File: config.mk
export PLATFORM = sky130hd
export DESIGN_NAME = reg_dump
export DESIGN_NICKNAME = d
export VERILOG_FILES = /design/src/rtl/reg_dump_pkg.sv /design/src/rtl/reg_dump.sv
export SDC_FILE = /design/constraint.sdc
export NUM_CORES = 1
export LEC_CHECK = 0
export BUFFER_PORTS_ARGS = -buffer_cell sky130_fd_sc_hd__buf_2
export CAP_MARGIN = 20
export CELL_PAD_IN_SITES_DETAIL_PLACEMENT = 0
export CELL_PAD_IN_SITES_GLOBAL_PLACEMENT = 1
export CORE_UTILIZATION = 37
export CTS_CLUSTER_DIAMETER = 30
export DETAILED_ROUTE_END_ITERATION = 8
export HOLD_SLACK_MARGIN = 0.03
export MAX_ROUTING_LAYER = met4
export PLACE_DENSITY = 0.89
export SYNTH_ARGS = -nofsm -noshare
export SYNTH_HDL_FRONTEND = slang
export SYNTH_SLANG_ARGS = --single-unit
File: constraint.sdc
create_clock -name i_clk -period 4.9 [get_ports i_clk]
set_input_delay 0.49 -clock i_clk [delete_from_list [all_inputs] [get_ports i_clk]]
set_output_delay 0.49 -clock i_clk [all_outputs]
set_load 0.03 [all_outputs]
File: src/rtl/reg_dump_pkg.sv
// Shared definitions for the register-bank dump engine: bank geometry
// constants (also used by the register bank) and the dump FSM state type.
package reg_dump_pkg;

    localparam int DATA_W   = 16;
    localparam int ADDR_W   = 4;
    localparam int NUM_REGS = 16;

    typedef enum logic [1:0] {
        IDLE   = 2'd0,
        STREAM = 2'd1,
        DONE   = 2'd2
    } state_t;

endpackage

File: src/rtl/reg_dump.sv
// reg_dump: sequential read-out engine for the 16x16 GPR bank.
// On start it walks a contiguous (wrapping) address range on the bank's
// combinational read port and streams each word over valid/ready, flagging
// the final word and pulsing done when the dump completes.
// Optional build macro REG_DUMP_ADDR_TAG_EN adds o_dout_addr, the address
// each streamed word was read from.
module reg_dump
    import reg_dump_pkg::*;
(
    input  logic              i_clk,
    input  logic              i_rst,
    input  logic              i_start,
    input  logic [ADDR_W-1:0] i_base_addr,
    input  logic [ADDR_W:0]   i_count,
    output logic              o_busy,
    output logic [ADDR_W-1:0] o_rb_addr,
    input  logic [DATA_W-1:0] i_rb_data,
    output logic [DATA_W-1:0] o_dout,
    output logic              o_dout_valid,
    input  logic              i_dout_ready,
    output logic              o_dout_last,
    output logic              o_done
`ifdef REG_DUMP_ADDR_TAG_EN
    ,
    output logic [ADDR_W-1:0] o_dout_addr
`endif
);

    // Requested counts above the bank size read the whole bank once.
    function automatic logic [ADDR_W:0] sat_count(input logic [ADDR_W:0] c);
        if (c > (ADDR_W+1)'(NUM_REGS)) begin
            return (ADDR_W+1)'(NUM_REGS);
        end
        return c;
    endfunction

    state_t              r_state;
    logic [ADDR_W:0]     r_rem;
    logic [ADDR_W-1:0]   r_rb_addr;
    logic [DATA_W-1:0]   r_dout;
    logic                r_valid;
    logic                r_last;
    logic                r_done;
    logic                r_busy;

    logic [ADDR_W:0]     w_count_sat;
    logic                w_load;
    logic                w_load_word;

    assign w_count_sat = sat_count(i_count);
    // The output slot can take a new word when empty or being drained.
    assign w_load      = !r_valid || i_dout_ready;
    assign w_load_word = (r_state == STREAM) && w_load && (r_rem != '0);

    // Dump FSM: owns the read address, remaining count and the output slot.
    always_ff @(posedge i_clk) begin
        if (i_rst) begin
            r_state   <= IDLE;
            r_rem     <= '0;
            r_rb_addr <= '0;
            r_dout    <= '0;
            r_valid   <= 1'b0;
            r_last    <= 1'b0;
            r_done    <= 1'b0;
            r_busy    <= 1'b0;
        end else begin
            case (r_state)
                IDLE: begin
                    r_done <= 1'b0;
                    if (i_start) begin
                        r_rb_addr <= i_base_addr;
                        r_rem     <= w_count_sat;
                        r_busy    <= 1'b1;
                        if (w_count_sat != '0) begin
                            r_state <= STREAM;
                        end else begin
                            // Nothing to read: finish straight away.
                            r_state <= DONE;
                            r_done  <= 1'b1;
                        end
                    end
                end

                STREAM: begin
                    if (w_load) begin
                        if (r_rem != '0) begin
                            // Capture the bank word as it stands at this edge;
                            // a write committing on the same edge is not seen.
                            r_dout    <= i_rb_data;
                            r_valid   <= 1'b1;
                            r_last    <= (r_rem == (ADDR_W+1)'(1));
                            r_rb_addr <= r_rb_addr + ADDR_W'(1);
                            r_rem     <= r_rem - (ADDR_W+1)'(1);
                        end else begin
                            // Final word has been accepted.
                            r_valid <= 1'b0;
                            r_last  <= 1'b0;
                            r_state <= DONE;
                            r_done  <= 1'b1;
                        end
                    end
                end

                DONE: begin
                    r_done  <= 1'b0;
                    r_busy  <= 1'b0;
                    r_state <= IDLE;
                end

                default: begin
                    r_state <= IDLE;
                    r_busy  <= 1'b0;
                    r_done  <= 1'b0;
                end
            endcase
        end
    end

`ifdef REG_DUMP_ADDR_TAG_EN
    logic [ADDR_W-1:0] r_dout_addr;

    // Address tag travels with the word it was read from.
    always_ff @(posedge i_clk) begin
        if (i_rst) begin
            r_dout_addr <= '0;
        end else if (w_load_word) begin
            r_dout_addr <= r_rb_addr;
        end
    end

    assign o_dout_addr = r_dout_addr;
`else
    logic w_unused_load_word;
    assign w_unused_load_word = w_load_word;
`endif

    assign o_busy       = r_busy;
    assign o_rb_addr    = r_rb_addr;
    assign o_dout       = r_dout;
    assign o_dout_valid = r_valid;
    assign o_dout_last  = r_last;
    assign o_done       = r_done;

endmodule

==> key figures <==
Status
  • Status: complete, no violations

Die
  • Die H: 64.28 um
  • Core footprint: 3689 um^2
  • Die width: 64.28 um
  • I/O pins: 53
  • Die ar.: 4132 um^2
  • Initial Util: roughly 40%
  • Row Count: 22

Timing
  • Relative slew slack: 35.39%
  • Fin crit period: 2.327 ns
  • Clock Skews: between 0.004 and 0.005 ns
  • Final max-slew violation count: 0
  • Fin. Hold Viols: 0
  • Max Fclk: 429.7 MHz
  • Worst-margin pin slew: 0.9692 ns
  • Setup ws final: 2.573 ns
  • Setup-failing EPs final: 0
  • Final TNS setup: 0 ns
  • Unrepaired setup endpoints after global routing: false
  • Fin crit share: 47.49%

Setup path
  • Crit path buffers/inverters: 1
  • Worst Setup End Kind: flop
  • Family with the most delay on the worst path: compound AO/OA/AOI/OAI gates
  • Arrival @ worst endpoint: 2.50 ns
  • CP Class: flop to flop
  • Worst setup SP type: flop
  • CP peak stage delay: between 0.9 and 1 ns
  • CP startpoint: r_rem[0]
  • Reg2Reg Launch Point: r_rem[0]
  • Critical Path RT: about 5.1 ns
  • Critical Path Fanout Max: 17
  • Worst-path cell chain: inv_1 > ha_1 > nor4b_4 > a2111oi_4 > o21ai_1 > a32o_1
  • CP max stage cell: a2111oi_4

CTS
  • CTS resizes: 0
  • Root buf cell: clkbuf_8
  • Cts bufs inserted: 5
  • CTS tree: yes
  • Clk_lat worst skew: 0.28 ns
  • CTS max path bufs: 2
  • H-tree depth: 2
  • Clock Sinks: 31
  • Hold Buf Count CTS: 0
  • Clk slew on worst S/H paths: ~0.070 ns
  • Setup Buffers After CTS: 0

Synthesis
  • Syn_area_per_cell: 8.344 um^2
  • Sequential area share after synthesis: 43.24%
  • Async S/R FF share, synth: 0%
  • Synth area leader: dfxtp_1
  • Syn Nets: around 200
  • EDFF count, synth: 0
  • Share of the synthesized area in the top cell type: between 40% and 50%
  • Count of cell types in the netlist: 39
  • Ys Warns: 0
  • Synth top area cells: dfxtp_1, nand2_1, a21oi_1
  • Ys flop type: dfxtp_1
  • FF+latch count, synth: 31
  • Post-Synthesis Cell Area: between 1000 and 1500 um^2
  • Most frequent cell after synthesis: nand2_1
  • Mapped Cells: 172
  • Commonest cells post-synth: nand2_1, dfxtp_1, a21oi_1

Placed design
  • Gp weighted congestion: 0.7894
  • Pre-CTS WS: 2.577 ns
  • I/O Buffers: 52
  • DP Wirelength: about 2200 um
  • Placed cell count: between 200 and 300
  • Placed cell areas: 1690 um^2

Layout
  • Final instance area: roughly 1800 um^2
  • Final net count: 253
  • Share of cells above drive strength 1: a little over 30%
  • Final non-filler cell total: 270
  • Final antenna diode count: 0
  • Layout fillers: between 300 and 400
  • Area Overhead vs Synth: 26.77%

Pwr
  • Net switching power: just under 400 uW
  • Pint: 609.6 uW
  • Seq pwr share: 35.7%
  • Sw Share: 38.89%
  • Power Density: 548.3 nW/um^2
  • Worst vdd ir: 189.3 uV
  • Power share of the clock group: 26.0%
  • Logic pwr share: 38.3%
  • Leak: between 0.8 and 0.9 nW
  • Pwr Total: 997.5 uW

Drt
  • Drt via density: 4.919
  • Top layer in use: met4
  • Wire length per cell: 11.79 um
  • Detailed Route WL: 3184 um
  • Routed wl met2: between 1500 and 2000 um
  • Routed length on met3: 151 um
  • Initial drt markers: 85
  • Wl on met1: 1439 um
  • Via Count: between 1000 and 1500
  • # DRC: 0
  • Routed Antenna Nets: 0
  • First-pass DRT Iterations: 4

Min path
  • Min-delay worst type: input port to flop
  • Worst hold start: i_rb_data[13]

Flow run
  • Max-cap violations: 0

GRT
  • Largest net degree at the start of global routing: 29
  • Grt total ovfl: 0
  • Initial antenna violation count: 0
  • First-pass GRT wire length: 5078 um
  • Global Route Usage Sum: between 15 and 20%
  • Vias in the first global route: 1138
layout make-up:
| type | instances | area, um^2 | share of cell area, % |
|---|---|---|---|
| tap | 48 | 60.06 | 3.301 |
| inverter | 5 | 18.77 | 1.032 |
| multi-input combinational | 125 | 730.7 | 40.17 |
| timing repair buffer | 53 | 271.5 | 14.92 |
| clock inverter | 2 | 35.03 | 1.926 |
| sequential | 31 | 620.6 | 34.11 |
| clock buffer | 6 | 82.58 | 4.539 |
cell families after synthesis:
family                   count (synthesis)  synth area share (%)
AO/OA/AOI/OAI                           46                 20.75
XOR/XNOR                                 1                0.6104
adder cells (fa/ha/maj)                  3                 2.616
buffers and inverters                   16                 5.841
flip-flops                              31                 43.24
multiplexers                             2                 1.395
AND/OR/NAND/NOR                         73                 25.54
state kept, by name, indices dropped and copies added (netlist names):
register,cells
o_done,1
o_dout_last,1
o_busy,1
o_rb_addr,4
o_dout_valid,1
r_state,2
r_rem,5
o_dout,16
power by group through the flow:
stage                     clock network [mW]  logic, mW  registers [mW]
after detailed placement                   0      0.378           0.362
after CTS                              0.264      0.380           0.357
final                                  0.259      0.382           0.356
after global routing                   0.277      0.423           0.365
after floorplan                            0      0.240           0.426
after global placement                     0      0.377           0.359
layer usage:
layer | global-route usage, % | vias to the layer above
met2 | 25.00 | 27
met5 | - | -
met3 | 5.357 | 4
li1 | - | 695
met1 | 19.87 | 602
met4 | 6.667 | 0
worst register-to-register path: stages (launching register included):
cell and delay (ns):
dfxtp_1 0.39, inv_1 0.06, ha_1 0.23, nor4b_4 0.17
a2111oi_4 0.92, o21ai_1 0.16, a32o_1 0.30
layout by cell type, fill, tap and decap left out, types with 3 or more instances in the layout:
cell and n:
inv_1 5, o21ai_1 3, ha_1 3, nand2_1 39
nand3b_1 4, dfxtp_1 31, a21oi_1 27, buf_2 52
nor3_1 5, nand3_1 3, clkbuf_8 6, nor2_1 10
path summary, 6_finish.rpt:
kind	endpoint	slack, ns	cells after the start
worst max-delay path	o_rb_addr[2]	2.57	6
worst min-delay path	o_dout[13]	0.44	3
worst max register to register	o_rb_addr[2]	2.57	6
worst min register to register	o_dout[1]	0.45	2
metrics by stage:
stage	hold WS [ns]	utilization, %
floorplan	0.4903	-
global placement	0.4392	45.83
detailed placement	0.4441	45.83
CTS	0.4343	49.02
global route	0.4291	49.32
finish	0.4385	49.32
No activity file was read; power rests on OpenSTA's default activity.
